`config.mk`:
```
export PLATFORM = sky130hd
export DESIGN_NAME = vga_fb_arbiter
export DESIGN_NICKNAME = d
export VERILOG_FILES = /design/src/rtl/vga_fb_arbiter.sv
export SDC_FILE = /design/constraint.sdc
export NUM_CORES = 1
export LEC_CHECK = 0
export CAP_MARGIN = 10
export CORE_MARGIN = 1
export CORE_UTILIZATION = 48
export CTS_CLUSTER_SIZE = 12
export DETAILED_ROUTE_END_ITERATION = 10
export GPL_ROUTABILITY_DRIVEN = 0
export HOLD_SLACK_MARGIN = 0.05
export PLACE_DENSITY = 0.89
export SLEW_MARGIN = 20
export SYNTH_ARGS = -nofsm -noshare
export SYNTH_HDL_FRONTEND = slang
export SYNTH_SLANG_ARGS = --single-unit
```
`constraint.sdc`:
```
create_clock -name i_clk -period 2.1 [get_ports i_clk]
set_clock_uncertainty 0.15 [all_clocks]
set_input_delay 0.42 -clock i_clk [delete_from_list [all_inputs] [get_ports i_clk]]
set_output_delay 0.42 -clock i_clk [all_outputs]
set_load 0.01 [all_outputs]
```
`src/rtl/vga_fb_arbiter.sv`:
```
// vga_fb_arbiter: shares one single-port framebuffer RAM between display reads
// (always win) and a one-entry buffered host write path.
module vga_fb_arbiter #(
   parameter int H_ACTIVE = 640,
   parameter int V_ACTIVE = 480,
   parameter int ADDR_W   = 19,
   parameter int DATA_W   = 3
) (
   input  logic              i_clk,
   input  logic              i_rst_n,
   input  logic              i_disp_req,
   input  logic              i_disp_frame_start,
   output logic              o_disp_valid,
   output logic [DATA_W-1:0] o_disp_data,
   input  logic              i_wr_valid,
   output logic              o_wr_ready,
   input  logic [ADDR_W-1:0] i_wr_addr,
   input  logic [DATA_W-1:0] i_wr_data,
   output logic              o_wr_err,
   output logic              o_ram_en,
   output logic              o_ram_we,
   output logic [ADDR_W-1:0] o_ram_addr,
   output logic [DATA_W-1:0] o_ram_wdata,
   input  logic [DATA_W-1:0] i_ram_rdata
);
   localparam logic [ADDR_W:0]   NPIX = (ADDR_W+1)'(H_ACTIVE * V_ACTIVE);
   localparam logic [ADDR_W-1:0] LAST = ADDR_W'(H_ACTIVE * V_ACTIVE - 1);

   typedef enum logic {EMPTY, FULL} buf_e;
   buf_e              buf_q, buf_d;
   logic [ADDR_W-1:0] da_q, da_d, baddr_q, baddr_d;
   logic [DATA_W-1:0] bdata_q, bdata_d, ddata_q, ddata_d;
   logic              rdy_q, err_q, p1_q, dvalid_q;
   logic              accept, in_range, wr_go;

   assign accept   = i_wr_valid & rdy_q;
   assign in_range = {1'b0, i_wr_addr} < NPIX;
   assign wr_go    = (buf_q == FULL) & ~i_disp_req;

   always_ff @(posedge i_clk)
      buf_q <= !i_rst_n ? EMPTY : buf_d;

   always_comb
      buf_d = (buf_q == EMPTY && accept && in_range) ? FULL : wr_go ? EMPTY : buf_q;

   // RAM port is gated by reset so a buffered write can never land during it
   always_comb begin
      o_ram_en    = i_rst_n & (i_disp_req | (buf_q == FULL));
      o_ram_we    = i_rst_n & wr_go;
      o_ram_addr  = i_disp_req ? da_q : baddr_q;
      o_ram_wdata = bdata_q;
   end

   always_comb begin
      baddr_d = accept ? i_wr_addr : baddr_q;
      bdata_d = accept ? i_wr_data : bdata_q;
      da_d    = i_disp_frame_start ? '0 : !i_disp_req ? da_q : da_q == LAST ? '0 : da_q + 1'b1;
      ddata_d = p1_q ? i_ram_rdata : ddata_q;
   end

   always_ff @(posedge i_clk) begin
      if (!i_rst_n) begin
         da_q     <= '0;
         baddr_q  <= '0;
         bdata_q  <= '0;
         rdy_q    <= 1'b0;
         err_q    <= 1'b0;
         p1_q     <= 1'b0;
         dvalid_q <= 1'b0;
         ddata_q  <= '0;
      end else begin
         da_q     <= da_d;
         baddr_q  <= baddr_d;
         bdata_q  <= bdata_d;
         rdy_q    <= buf_d == EMPTY;
         err_q    <= err_q | (accept & ~in_range);
         p1_q     <= i_disp_req;
         dvalid_q <= p1_q;
         ddata_q  <= ddata_d;
      end
   end

   assign o_wr_ready   = rdy_q;
   assign o_wr_err     = err_q;
   assign o_disp_valid = dvalid_q;
   assign o_disp_data  = ddata_q;
endmodule

```
# After elaboration in Yosys (flattened, before gate mapping)
# Cells that the tools add are included.
[word_totals] input_bits=30 regBits=49 elab_cells=31
[classes] n_eq_ne=1 n_addsub=1 n_reduce_logical=3 mux=4 n_bitwise=12 magnitude_cmp=1
[op_table] cell="19-bit two-way mux" count=2
[op_table] cell="19-bit by 1-bit adder with 19-bit output (second input constant)" count=1
[op_table] cell="19-bit == test (second input constant)" count=1
[op_table] cell="19-bit less-than comparator (second input constant)" count=1
[op_table] cell="1-bit AND" count=5
[op_table] cell="1-bit NOT" count=5
[op_table] cell="1-bit logical AND" count=2
[op_table] cell="1-bit two-way mux" count=2
[op_table] cell="1-bit bitwise OR" count=2
[op_table] cell="2-bit OR reduction" count=1

# Depth between registers and ports, before layout
# Gate-level depths: netlist of run 1.
[depth] ltp_word=5 mapped_depth=6 mapped_depth_nobuf=5

# Worst setup path before layout of run 1
# No wires, ideal clock.
[synth_timing] path_type="in2out" from="input port i_disp_req" to="output port o_ram_addr[10]" setup_slack_ns=0.066 arrival_ns=1.464 cell_stages=3 path_buffers=2 path_cell_list="buf_1 buf_1 mux2_2"
[synth_between] elab_chain_cells=1
[synth_rtl] item="from (decl)" line="11" source="input logic i_disp_req,"
[synth_rtl] item="19-bit two-way mux" line="50" source="o_ram_addr = i_disp_req ? da_q : baddr_q;"
[synth_rtl] item="to (decl)" line="22" source="output logic [ADDR_W-1:0] o_ram_addr,"
# Every way passes these cells.

# Final worst setup path of run 1
[layout_timing] from="input port i_disp_req" to="output port o_ram_addr[11]"
# Same word-level chain as after synthesis.

==> metrics.txt, run 1 <==
# TYPE chip_impl_metric gauge
chip_impl_metric{name="cap_viol_max_count",unit=""} 0
chip_impl_metric{name="finalHoldViolations",unit=""} 0
chip_impl_metric{name="total_power",unit="mW"} 1.75
chip_impl_metric{name="route.vias.total",unit=""} 2042
chip_impl_metric{name="drive_gt1_frac",unit=""} 0.145
chip_impl_metric{name="power.share.sequential",unit=""} 0.556
chip_impl_metric{name="dieArea",unit="mm^2"} 0.00498
chip_impl_metric{name="critical_path.max_fanout",unit=""} 14
chip_impl_info{name="rsz0062_at_grt",value="no"} 1
chip_impl_info{name="cpMaxStageDelayCell",value="mux2_2"} 1
chip_impl_metric{name="nFillCells",unit=""} 355
chip_impl_metric{name="fin_crit",unit="ns"} 2.08
chip_impl_metric{name="critical_path_required",unit="ns"} 1.53
chip_impl_metric{name="num_antenna_cells",unit=""} 0
chip_impl_metric{name="floorplan.core_area",unit="mm^2"} 0.00444
chip_impl_metric{name="clkSinkCount",unit=""} 49
chip_impl_metric{name="hold_buffers",unit=""} 0
chip_impl_metric{name="switching_pwr",unit="uW"} 426
chip_impl_metric{name="remaining_drc_errors",unit=""} 6
chip_impl_metric{name="gr-usage-met1",unit=""} 0.307
chip_impl_metric{name="postRouteAntennaNets",unit=""} 0
chip_impl_metric{name="max_stage_delay",unit="ns"} 0.35
chip_impl_metric{name="pre_cts_ws",unit="ns"} -0.442
chip_impl_metric{name="horizontal_die_dimension",unit="um"} 70.6
chip_impl_metric{name="dp_hpwl",unit="mm"} 3.78
chip_impl_metric{name="multi_input_comb_area",unit="mm^2"} 0.00120
chip_impl_metric{name="final_critical_path_setup_slack",unit="ns"} 0.0210
chip_impl_metric{name="report.final.setup_viol",unit=""} 0
chip_impl_metric{name="place_area",unit="mm^2"} 0.00298
chip_impl_info{name="grt_busiest_layer",value="met2"} 1
chip_impl_info{name="cts_tree",value="done"} 1
chip_impl_info{name="endpoint_kind",value="primary output"} 1
chip_impl_info{name="worst_path_dominant_cell_family",value="buffers and inverters"} 1
chip_impl_metric{name="final_routed_wire_length_divided_by_cell_count",unit="um"} 14.8
chip_impl_metric{name="synthDistinctLibCells",unit=""} 40
chip_impl_metric{name="share_clk_of_total_power",unit=""} 0.312
chip_impl_metric{name="num_rows",unit=""} 24
chip_impl_metric{name="flow.area_growth_from_synthesis",unit="%"} 35.9
chip_impl_metric{name="slew_at_the_pin_closest_to_its_max_slew_limit",unit="ns"} 0.357
chip_impl_metric{name="drt-pass1-iter-count",unit=""} 7
chip_impl_metric{name="seq_area_frac_synth",unit=""} 0.434
chip_impl_metric{name="final_core_util",unit=""} 0.691
chip_impl_info{name="failed_checks",value="design-rule violations"} 1
chip_impl_metric{name="power_switching_share",unit=""} 0.243
chip_impl_metric{name="stdcell_area",unit="mm^2"} 0.00307
chip_impl_info{name="worst-setup-path-type",value="in -> out"} 1
chip_impl_metric{name="first_global_vias",unit=""} 1908
chip_impl_metric{name="slew_headroom",unit=""} 0.759
chip_impl_metric{name="synth_cells",unit=""} 256
chip_impl_metric{name="clk_latency",unit="ns"} 0.30
chip_impl_metric{name="postCtsSetupRepairBufs",unit=""} 0
chip_impl_metric{name="clk_pin_slew_worst_paths",unit="ns"} 0.08
chip_impl_metric{name="io_pins",unit=""} 60
chip_impl_metric{name="placement.io_buffers",unit=""} 59
chip_impl_metric{name="mappedNetlistArea",unit="mm^2"} 0.00226
chip_impl_info{name="status",value="finished with violations"} 1
chip_impl_metric{name="syn_avg_cell_area",unit="um^2"} 8.82
chip_impl_metric{name="cellLeakagePower",unit="nW"} 1.19
chip_impl_info{name="synth_ff_type",value="dfxtp_1"} 1
chip_impl_metric{name="global_route.usage.met2",unit=""} 0.382
chip_impl_info{name="hold_path.class",value="reg -> reg"} 1
chip_impl_info{name="crit_path_cell_chain",value="clkdlybuf4s15_2, buf_12, mux2_2, dlygate4sd2_1"} 1
chip_impl_metric{name="clockBufferDepth",unit=""} 2
chip_impl_metric{name="syn_nets",unit=""} 287
chip_impl_metric{name="num-nets-final",unit=""} 354
chip_impl_metric{name="global_route_wire_length_before_repair",unit="mm"} 9.00
chip_impl_metric{name="floorplan.initialDensity",unit=""} 0.508
chip_impl_metric{name="finalMaxSlewViolations",unit=""} 0
chip_impl_metric{name="vdd_ir_drop_max",unit="uV"} 353
chip_impl_metric{name="placedCellCount",unit=""} 367
chip_impl_metric{name="grt_util_met3",unit=""} 0.0470
chip_impl_metric{name="synth-edff-count",unit=""} 0
chip_impl_metric{name="via_per_instance_ratio",unit=""} 5.43
chip_impl_metric{name="timing.fmax",unit="GHz"} 0.481
chip_impl_metric{name="dr.first_iter.drc_count",unit=""} 109
chip_impl_metric{name="async_set_or_reset_register_ratio_after_synthesis",unit=""} 0
chip_impl_metric{name="yosys_warnings",unit=""} 0
chip_impl_info{name="clk_root_buffer_cell",value="clkbuf_8"} 1
chip_impl_metric{name="ys_ff_latch",unit=""} 49
chip_impl_metric{name="grt_usage",unit=""} 0.229
chip_impl_metric{name="grt_start_max_net_pins",unit=""} 32
chip_impl_metric{name="internal_power",unit="mW"} 1.33
chip_impl_metric{name="cts_max_level",unit=""} 2
chip_impl_metric{name="pwr-share-comb",unit=""} 0.131
chip_impl_metric{name="die_y",unit="um"} 70.6
chip_impl_metric{name="power-per-cell-area",unit="mW/mm^2"} 572
chip_impl_metric{name="timing.critical_path.buf_inv",unit=""} 3
chip_impl_metric{name="gr-total-overflow",unit=""} 0
chip_impl_info{name="timing.critical_path.from_type",value="input pin"} 1
chip_impl_metric{name="tritoncts.num_buffers",unit=""} 5
chip_impl_metric{name="final-seq-area",unit="um^2"} 981
chip_impl_metric{name="crit_path_dat",unit="ns"} 1.51
chip_impl_metric{name="routed_wirelength",unit="mm"} 5.55
chip_impl_metric{name="totalNegativeSetupSlack",unit="ns"} 0
chip_impl_metric{name="layoutNonFillerInstCount",unit=""} 376
chip_impl_metric{name="finalHoldWorstSlack",unit="ns"} 0.319
chip_impl_metric{name="final.period_utilization",unit=""} 0.990
chip_impl_metric{name="antenna_violations_before_repair",unit=""} 0
## flip-flops by register name (all words and copies together) (netlist names)
| signal | flops |
|---|---|
| o_disp_data | 3 |
| o_disp_valid | 1 |
| baddr_q | 19 |
| o_ram_wdata | 3 |
| o_wr_ready | 1 |
| buf_q | 1 |
| o_wr_err | 1 |
| da_q | 19 |
| p1_q | 1 |
## Yosys cell counts (all sizes together) (2+ instances only)
cell type,instances,area share
or3,3,0.011
mux2,19,0.095
a21boi,23,0.076
nor2b,4,0.011
nand3,4,0.0089
and2,3,0.0083
inv,4,0.0066
nand4,6,0.019
nand2b,3,0.0083
a21oi,7,0.016
mux2i,3,0.013
o41ai,2,0.0078
nor2,15,0.025
nor4,3,0.0083
buf,6,0.012
a211o,2,0.0078
o21ai,2,0.0044
or4,2,0.0066
dfxtp,49,0.43
xor2,4,0.016
and3,3,0.0083
nand2,55,0.093
nor3,5,0.011
o311ai,2,0.0078
clkbuf,9,0.015
xnor2,8,0.031
## worst min-delay path: stages (launching register included)
cell and delay (ns):
dfxtp_1 0.32, nand2_1 0.05, a21boi_0 0.06
## power groups by stage
stage                     sequential (mW)  combinational [mW]  clock (mW)
after floorplan                     0.997              0.0960           0
after global placement              0.997               0.226           0
after detailed placement            0.998               0.230           0
after CTS                           0.976               0.230       0.555
after global routing                0.980               0.249       0.594
final                               0.976               0.230       0.548
## metal layers
| layer | part of all wire | routed length, um |
|---|---|---|
| met3 | 0.044 | 244 |
| met4 | 0.0056 | 31 |
| met5 | 0 | 0 |
| met1 | 0.46 | 2550 |
| met2 | 0.49 | 2720 |
## layout make-up
cell class,instances,area share
clock buffer,6,0.0236
sequential,49,0.320
inverter,4,0.00489
clock inverter,2,0.00489
tap,52,0.0212
multi-input combinational,188,0.392
timing repair buffer,75,0.234
## cells by family after synthesis
group | synth area share
buf+inv | 0.0332
mux | 0.108
xor+xnor | 0.0465
fa+ha+maj | 0.00554
simple gates | 0.235
flops | 0.434
compound gates | 0.137
## repair_timing
item | 4_1_cts | 5_1_grt
resized for setup | 25 | 1
cloned | 1 | 0
pin swaps | 0 | 0
setup endpoints to repair | 22 | 1
## cell usage in the layout (no fill, tap or decap), types with 2 or more instances in the layout
cell	n
a211o_1	2
a21boi_0	23
a21oi_1	7
and2_1	3
and3_1	3
buf_4	14
clkbuf_8	5
clkdlybuf4s50_1	37
clkinvlp_4	2
dfxtp_1	49
dlygate4sd2_1	21
inv_1	4
mux2_2	19
mux2i_1	3
nand2_1	54
nand2b_1	3
nand3_1	4
nand4_1	5
nor2_1	15
nor2b_1	4
nor3_1	5
nor4_1	3
o21ai_0	2
o41ai_1	2
or3_1	2
or4_1	2
xnor2_1	8
xor2_1	4
## final timing paths
check                                               from                        to  slack [ns]  cells past startpoint
worst min-delay path            baddr_q[12]$_SDFFE_PN0P_  baddr_q[12]$_SDFFE_PN0P_        0.32                      2
worst max-delay path                          i_disp_req            o_ram_addr[11]        0.02                      4
worst min register to register  baddr_q[12]$_SDFFE_PN0P_  baddr_q[12]$_SDFFE_PN0P_        0.32                      2
worst max register to register      da_q[0]$_SDFFE_PP0P_      da_q[1]$_SDFFE_PP0P_        0.12                      5
Note: power is estimated with default switching activity, not from simulation.
==> inputs of run 2 (changes only) <==
Settings changed: ABC_AREA from default to 1, CORE_UTILIZATION 48 to 49, PLACE_DENSITY 0.89 to 0.9.
==> run 2 against run 1 <==
The flow still finishes with violations (design-rule violations). Sequential share of layout area decreased by 1.2 points. Routed wire length increased by 17%. Highest routed layer unchanged. Core utilization increased by 2.2 points.
==> metrics.txt, run 2 <==
# TYPE chip_impl_metric gauge
chip_impl_info{name="status",value="finished with violations"} 1
chip_impl_info{name="failed_checks",value="design-rule violations"} 1
chip_impl_metric{name="syn_avg_cell_area",unit="um^2"} 6.87
chip_impl_metric{name="seq_area_frac_synth",unit=""} 0.418
chip_impl_metric{name="total_power",unit="mW"} 1.88
chip_impl_metric{name="postRouteAntennaNets",unit=""} 0
chip_impl_info{name="worst-setup-path-type",value="in -> out"} 1
chip_impl_metric{name="remaining_drc_errors",unit=""} 1
chip_impl_metric{name="pre_cts_ws",unit="ns"} -0.418
chip_impl_metric{name="clk_latency",unit="ns"} 0.31
chip_impl_metric{name="floorplan.initialDensity",unit=""} 0.525
chip_impl_metric{name="clkSinkCount",unit=""} 49
chip_impl_info{name="cts_tree",value="done"} 1
chip_impl_metric{name="cts_max_level",unit=""} 2
chip_impl_info{name="crit_path_cell_chain",value="dlygate4sd2_1, inv_2, bufbuf_16, nand2_1, nand2_1, dlygate4sd2_1"} 1
chip_impl_metric{name="num-nets-final",unit=""} 446
chip_impl_metric{name="multi_input_comb_area",unit="mm^2"} 0.00120
chip_impl_metric{name="critical_path.max_fanout",unit=""} 17
chip_impl_info{name="largestRegisters",value="baddr_q (19), da_q (19)"} 1
chip_impl_metric{name="cellLeakagePower",unit="nW"} 1.30
chip_impl_metric{name="syn_nets",unit=""} 373
chip_impl_info{name="holdPathEnd",value="o_wr_err$_SDFF_PN0_"} 1
chip_impl_metric{name="yosys_warnings",unit=""} 0
chip_impl_info{name="worst_r2r_endpoint",value="da_q[3]$_SDFFE_PP0P_"} 1
chip_impl_metric{name="clockBufferDepth",unit=""} 2
chip_impl_metric{name="dp_hpwl",unit="mm"} 4.67
chip_impl_metric{name="power_switching_share",unit=""} 0.262
chip_impl_info{name="synth_most_common_cell",value="nor2_1"} 1
chip_impl_info{name="synth_ff_type",value="dfxtp_1"} 1
chip_impl_info{name="timing.critical_path.from_type",value="input pin"} 1
chip_impl_metric{name="max_stage_delay",unit="ns"} 0.29
chip_impl_metric{name="slew_at_the_pin_closest_to_its_max_slew_limit",unit="ns"} 0.371
chip_impl_metric{name="fin_crit",unit="ns"} 2.03
chip_impl_metric{name="timing.critical_path.buf_inv",unit=""} 4
chip_impl_metric{name="power.share.sequential",unit=""} 0.529
chip_impl_metric{name="stdcell_area",unit="mm^2"} 0.00319
chip_impl_metric{name="vdd_ir_drop_max",unit="uV"} 499
chip_impl_metric{name="finalHoldViolations",unit=""} 0
chip_impl_info{name="synth_top_cell_by_area",value="dfxtp_1"} 1
chip_impl_metric{name="grt_usage",unit=""} 0.271
chip_impl_metric{name="synth_top_area_frac",unit=""} 0.418
chip_impl_metric{name="mappedNetlistArea",unit="mm^2"} 0.00235
chip_impl_metric{name="dr.first_iter.drc_count",unit=""} 201
chip_impl_metric{name="final_routed_wire_length_divided_by_cell_count",unit="um"} 13.9
chip_impl_metric{name="switching_pwr",unit="uW"} 492
chip_impl_metric{name="slew_headroom",unit=""} 0.751
chip_impl_metric{name="floorplan.core_area",unit="mm^2"} 0.00447
chip_impl_info{name="synth.top_cells.by_area",value="dfxtp_1 42%, nor2_1 12%, nand2_1 11%"} 1
chip_impl_metric{name="final_critical_path_setup_slack",unit="ns"} 0.0734
chip_impl_metric{name="num_antenna_cells",unit=""} 0
chip_impl_metric{name="ff2ff_setup_slack",unit="ns"} 0.48
chip_impl_info{name="clk_root_buffer_cell",value="clkbuf_8"} 1
chip_impl_metric{name="critical_path_required",unit="ns"} 1.53
chip_impl_metric{name="power-per-cell-area",unit="mW/mm^2"} 589
chip_impl_metric{name="synthDistinctLibCells",unit=""} 24
chip_impl_metric{name="crit_path_dat",unit="ns"} 1.46
chip_impl_metric{name="async_set_or_reset_register_ratio_after_synthesis",unit=""} 0
chip_impl_metric{name="placement.io_buffers",unit=""} 59
chip_impl_info{name="layout_common_cells",value="77 x nor2_1, 67 x nand2_1, 49 x dfxtp_1, 40 x o21ai_0, 37 x clkdlybuf4s50_1"} 1
chip_impl_metric{name="route.vias.total",unit=""} 2452
chip_impl_info{name="hold_path.class",value="reg -> reg"} 1
chip_impl_metric{name="clk_pin_slew_worst_paths",unit="ns"} 0.10
chip_impl_info{name="layout_commonest_cell",value="nor2_1"} 1
chip_impl_metric{name="routed_wirelength",unit="mm"} 6.51
chip_impl_metric{name="tritoncts.num_buffers",unit=""} 5
chip_impl_metric{name="horizontal_die_dimension",unit="um"} 71.2
chip_impl_metric{name="synth_cells",unit=""} 342
chip_impl_metric{name="first_global_vias",unit=""} 2372
chip_impl_metric{name="global_route_wire_length_before_repair",unit="mm"} 10.7
chip_impl_info{name="cpMaxStageDelayCell",value="bufbuf_16"} 1
chip_impl_metric{name="pwr-share-comb",unit=""} 0.146
chip_impl_metric{name="dieArea",unit="mm^2"} 0.00507
chip_impl_metric{name="final.period_utilization",unit=""} 0.965
chip_impl_metric{name="drive_gt1_frac",unit=""} 0.149
chip_impl_metric{name="ys_ff_latch",unit=""} 49
chip_impl_metric{name="place_area",unit="mm^2"} 0.00308
chip_impl_metric{name="grt_start_max_net_pins",unit=""} 28
chip_impl_metric{name="totalNegativeSetupSlack",unit="ns"} 0
chip_impl_metric{name="antenna_violations_before_repair",unit=""} 0
chip_impl_metric{name="cap_viol_max_count",unit=""} 0
chip_impl_metric{name="finalMaxSlewViolations",unit=""} 0
chip_impl_info{name="worst_path_dominant_cell_family",value="buffers and inverters"} 1
chip_impl_metric{name="synth-edff-count",unit=""} 0
chip_impl_metric{name="hold_buffers",unit=""} 0
chip_impl_info{name="worst_hold_startpoint",value="o_wr_err$_SDFF_PN0_"} 1
chip_impl_metric{name="timing.fmax",unit="GHz"} 0.493
chip_impl_metric{name="final-seq-area",unit="um^2"} 981
chip_impl_metric{name="num_rows",unit=""} 24
chip_impl_info{name="most_common_library_cells_after_synthesis",value="77 x nor2_1, 67 x nand2_1, 49 x dfxtp_1"} 1
chip_impl_metric{name="gr-total-overflow",unit=""} 0
chip_impl_metric{name="report.final.setup_viol",unit=""} 0
chip_impl_metric{name="via_per_instance_ratio",unit=""} 5.24
chip_impl_info{name="r2r_start",value="da_q[1]$_SDFFE_PP0P_"} 1
chip_impl_info{name="rsz0062_at_grt",value="no"} 1
chip_impl_metric{name="rr_worst_depth",unit=""} 8
chip_impl_metric{name="internal_power",unit="mW"} 1.39
chip_impl_metric{name="die_y",unit="um"} 71.2
chip_impl_metric{name="drt-pass1-iter-count",unit=""} 7
chip_impl_info{name="endpoint_kind",value="primary output"} 1
chip_impl_metric{name="flow.area_growth_from_synthesis",unit="%"} 35.7
chip_impl_metric{name="depth_of_the_worst_hold_timing_path",unit=""} 2
chip_impl_metric{name="io_pins",unit=""} 60
chip_impl_metric{name="share_clk_of_total_power",unit=""} 0.324
chip_impl_metric{name="nFillCells",unit=""} 371
## run 2: cell types whose count changed in the layout (fill, tap and decap cells not counted), sizes merged, moves of 6 or more
cell and change:
mux2 -19, nand2 +17, nor2 +70, nor3 +6
nand3 +13, xnor2 -8, o21ai +41, inv +28
buf +11, dlygate4sd2 -12, a21boi -23
## run 2: worst register-to-register path, stage by stage (launching register included)
cell and delay [ns]:
dfxtp_1 0.40, ha_1 0.24, nand3_2 0.13, nor2_4 0.13, nand2_4 0.09, nor2_4 0.13
nand2_4 0.10, nand2_8 0.11, nor3_2 0.05
## run 2: logic make-up (layout without fill, tap and decap cells)
kind of cell	Yosys count	after routing	share of synthesized area
adders and majority gates	1	1	0.00533
AOI/OAI and AO/OA	54	54	0.115
and+or+nand+nor	188	188	0.366
buffers and inverters	44	118	0.0735
xor gates and xnor gates	6	6	0.0224
DFF	49	49	0.418
## run 2: final cells by class
cell class	instances	share of cell area
clock buffer	6	0.0259
clock inverter	2	0.00510
inverter	32	0.0377
multi-input combinational	249	0.376
sequential	49	0.308
tap	52	0.0204
timing repair buffer	78	0.227
## run 2: what timing repair did
| action | in CTS | in global routing |
|---|---|---|
| endpoints found under the setup margin | 21 | 0 |
| resized for setup | 61 | 0 |
| buffers inserted | 2 | 0 |
## run 2: layer usage
metal | up-vias | wire length [um] | track usage
li1 | 1223 | - | -
met1 | 1108 | 2660 | 0.315
met2 | 99 | 3220 | 0.484
met3 | 22 | 449 | 0.0605
met4 | 0 | 182 | 0.111
met5 | - | 0 | 0
## run 2: power by group through the flow
stage	sequential [mW]	clock (mW)	combinational (mW)
finish	0.994	0.609	0.275
global route	0.999	0.654	0.300
CTS	0.993	0.616	0.275
detailed placement	1.02	0	0.274
global placement	1.01	0	0.268
floorplan	1.01	0	0.120
## run 2: how the worst max path moves through the flow
stage               startpoint  depth (start not counted)  slack [ns]             end
floorplan           i_disp_req                          4        0.46  o_ram_addr[18]
global placement    i_disp_req                          5       -0.33        o_ram_en
detailed placement  i_disp_req                          5       -0.42  o_ram_addr[15]
CTS                 i_disp_req                          6        0.07   o_ram_addr[5]
global route        i_disp_req                          6        0.03   o_ram_addr[5]
finish              i_disp_req                          6        0.07   o_ram_addr[5]
## run 2: stage by stage
step / std cells / utilization / hold WS [ns]
4_1_cts: 468 / 0.713 / 0.333
3_3_place_gp: 457 / 0.689 / 0.300
3_5_place_dp: 457 / 0.689 / 0.307
6_report: 468 / 0.713 / 0.337
2_1_floorplan: 342 / - / 0.286
5_1_grt: 468 / 0.713 / 0.360
==> inputs of run 3 (changes only) <==
Clock period 2.1 ns to 2.2 ns, I/O delays scaled along.
==> run 3 against run 2 <==
The run still ends with design-rule violations left. Sequential share of layout area rose by 0.65 points. Global-route usage fell by 1.1 points. First-iteration DRC count fell by 16%. Flip-flop and latch count did not move. Count of clock-buffer cells in the layout rose by 1. Die area did not move.
==> metrics.txt, run 3 (synthesized netlist as in run 2, its figures left out) <==
# TYPE chip_impl_metric gauge
chip_impl_metric{name="global_route_wire_length_before_repair",unit="mm"} 10.4
chip_impl_metric{name="rr_worst_depth",unit=""} 7
chip_impl_metric{name="num-nets-final",unit=""} 440
chip_impl_metric{name="clk_latency",unit="ns"} 0.30
chip_impl_metric{name="num_antenna_cells",unit=""} 0
chip_impl_metric{name="drt-pass1-iter-count",unit=""} 7
chip_impl_info{name="clk_root_buffer_cell",value="clkbuf_8"} 1
chip_impl_metric{name="totalNegativeSetupSlack",unit="ns"} 0
chip_impl_metric{name="dp_hpwl",unit="mm"} 4.62
chip_impl_metric{name="dieArea",unit="mm^2"} 0.00507
chip_impl_metric{name="cts_max_level",unit=""} 2
chip_impl_metric{name="power-per-cell-area",unit="mW/mm^2"} 597
chip_impl_metric{name="clkSinkCount",unit=""} 49
chip_impl_metric{name="remaining_drc_errors",unit=""} 1
chip_impl_metric{name="critical_path.max_fanout",unit=""} 4
chip_impl_metric{name="route.vias.total",unit=""} 2389
chip_impl_info{name="failed_checks",value="design-rule violations"} 1
chip_impl_metric{name="vdd_ir_drop_max",unit="uV"} 427
chip_impl_metric{name="hold_buffers",unit=""} 0
chip_impl_metric{name="gr-total-overflow",unit=""} 0
chip_impl_info{name="endpoint_kind",value="primary output"} 1
chip_impl_info{name="cts_tree",value="done"} 1
chip_impl_metric{name="floorplan.core_area",unit="mm^2"} 0.00447
chip_impl_info{name="worst_r2r_endpoint",value="da_q[11]$_SDFFE_PP0P_"} 1
chip_impl_metric{name="critical_path_required",unit="ns"} 1.61
chip_impl_metric{name="tritoncts.num_buffers",unit=""} 5
chip_impl_metric{name="clockBufferDepth",unit=""} 2
chip_impl_metric{name="slew_headroom",unit=""} 0.765
chip_impl_info{name="largestRegisters",value="baddr_q (19), da_q (19)"} 1
chip_impl_metric{name="routed_wirelength",unit="mm"} 6.09
chip_impl_metric{name="postRouteAntennaNets",unit=""} 0
chip_impl_info{name="r2r_start",value="da_q[3]$_SDFFE_PP0P_"} 1
chip_impl_metric{name="horizontal_die_dimension",unit="um"} 71.2
chip_impl_info{name="worst-setup-path-type",value="in -> out"} 1
chip_impl_metric{name="total_power",unit="mW"} 1.86
chip_impl_metric{name="via_per_instance_ratio",unit=""} 5.17
chip_impl_info{name="layout_common_cells",value="77 x nor2_1, 67 x nand2_1, 49 x dfxtp_1, 41 x o21ai_0, 37 x clkdlybuf4s50_1"} 1
chip_impl_metric{name="cap_viol_max_count",unit=""} 0
chip_impl_metric{name="report.final.setup_viol",unit=""} 0
chip_impl_metric{name="postCtsSetupRepairBufs",unit=""} 0
chip_impl_metric{name="clk_pin_slew_worst_paths",unit="ns"} 0.09
chip_impl_metric{name="depth_of_the_worst_hold_timing_path",unit=""} 2
chip_impl_metric{name="layoutNonFillerInstCount",unit=""} 462
chip_impl_info{name="worst_hold_startpoint",value="o_wr_err$_SDFF_PN0_"} 1
chip_impl_metric{name="crit_path_dat",unit="ns"} 1.46
chip_impl_info{name="hold_path.class",value="reg -> reg"} 1
chip_impl_info{name="status",value="finished with violations"} 1
chip_impl_metric{name="finalHoldViolations",unit=""} 0
chip_impl_metric{name="ff2ff_setup_slack",unit="ns"} 0.44
chip_impl_info{name="timing.critical_path.from_type",value="input pin"} 1
chip_impl_metric{name="nFillCells",unit=""} 350
chip_impl_metric{name="antenna_violations_before_repair",unit=""} 0
chip_impl_metric{name="fin_crit",unit="ns"} 2.05
chip_impl_metric{name="final_routed_wire_length_divided_by_cell_count",unit="um"} 13.2
chip_impl_metric{name="slew_at_the_pin_closest_to_its_max_slew_limit",unit="ns"} 0.351
chip_impl_metric{name="finalHoldWorstSlack",unit="ns"} 0.327
chip_impl_metric{name="drive_gt1_frac",unit=""} 0.132
chip_impl_metric{name="final_core_util",unit=""} 0.698
chip_impl_info{name="rsz0062_at_grt",value="no"} 1
chip_impl_metric{name="timing.fmax",unit="GHz"} 0.488
chip_impl_metric{name="flow.area_growth_from_synthesis",unit="%"} 32.9
chip_impl_metric{name="placedCellCount",unit=""} 454
chip_impl_metric{name="grt_start_max_net_pins",unit=""} 36
chip_impl_metric{name="placement.io_buffers",unit=""} 59
chip_impl_metric{name="io_pins",unit=""} 60
chip_impl_metric{name="final.period_utilization",unit=""} 0.932
chip_impl_info{name="holdPathEnd",value="o_wr_err$_SDFF_PN0_"} 1
chip_impl_metric{name="first_global_vias",unit=""} 2372
chip_impl_metric{name="die_y",unit="um"} 71.2
chip_impl_metric{name="floorplan.initialDensity",unit=""} 0.525
chip_impl_metric{name="cellLeakagePower",unit="nW"} 1.26
chip_impl_metric{name="dr.first_iter.drc_count",unit=""} 168
chip_impl_metric{name="num_rows",unit=""} 24
chip_impl_metric{name="grt_usage",unit=""} 0.260
chip_impl_metric{name="finalMaxSlewViolations",unit=""} 0
chip_impl_info{name="layout_commonest_cell",value="nor2_1"} 1
-- run 3: cell types whose count changed in the layout (fill, tap and decap cells not counted), moves of 2 or more --
cell             delta
buf_4               -5
clkdlybuf4s15_2     -2
clkbuf_2           +11
buf_2               -9
-- run 3: worst max-delay path, stage by stage --
cell and delay [ns]:
clkdlybuf4s50_1 0.50, inv_1 0.09, nor3_1 0.14, dlygate4sd2_1 0.29
-- run 3: through the flow --
| stage | cell area (um^2) | setup WS (ns) |
|---|---|---|
| after global routing | 3120 | 0.0740 |
| after global placement | 3060 | -0.270 |
| after CTS | 3160 | 0.00161 |
| after detailed placement | 3060 | -0.343 |
| final | 3120 | 0.150 |
| after floorplan | 2350 | 0.524 |
-- run 3: layout make-up --
cell class | instances | area (um^2) | share of cell area
clock inverters | 1 | 30.0 | 0.00962
clock buffers | 7 | 86.3 | 0.0277
well taps | 52 | 65.1 | 0.0208
inverters | 32 | 120 | 0.0385
repair buffers | 72 | 644 | 0.206
multi-input cells | 249 | 1190 | 0.383
flip-flops and latches | 49 | 981 | 0.314
-- run 3: power by group --
group / switching, mW / total (mW) / internal [mW]
registers: 0.0226 / 0.948 / 0.925
clock network: 0.297 / 0.668 / 0.371
logic: 0.120 / 0.249 / 0.129
total: 0.440 / 1.86 / 1.42
-- run 3: timing repair --
action,in CTS,in global routing
endpoints found under the setup margin,21,19
endpoints found under the hold margin,0,0
resized for setup,30,21
pin swaps,0,0
-- run 3: routing by layer --
layer | up-vias | global-route usage | wire, um
li1 | 1210 | - | -
met1 | 1087 | 0.304 | 2570
met2 | 78 | 0.450 | 3000
met3 | 14 | 0.0731 | 395
met4 | 0 | 0.107 | 125
met5 | - | 0 | 0
-- run 3: how the worst max path moves through the flow --
| stage | start | cells after the start | slack [ns] | endpoint |
|---|---|---|---|---|
| floorplan | i_disp_req | 4 | 0.52 | o_ram_addr[18] |
| global placement | i_disp_req | 5 | -0.27 | o_ram_en |
| detailed placement | i_disp_req | 5 | -0.34 | o_ram_addr[15] |
| CTS | i_disp_req | 5 | 0.002 | o_ram_addr[11] |
| global route | i_rst_n | 4 | 0.07 | o_ram_we |
| finish | i_rst_n | 4 | 0.15 | o_ram_we |
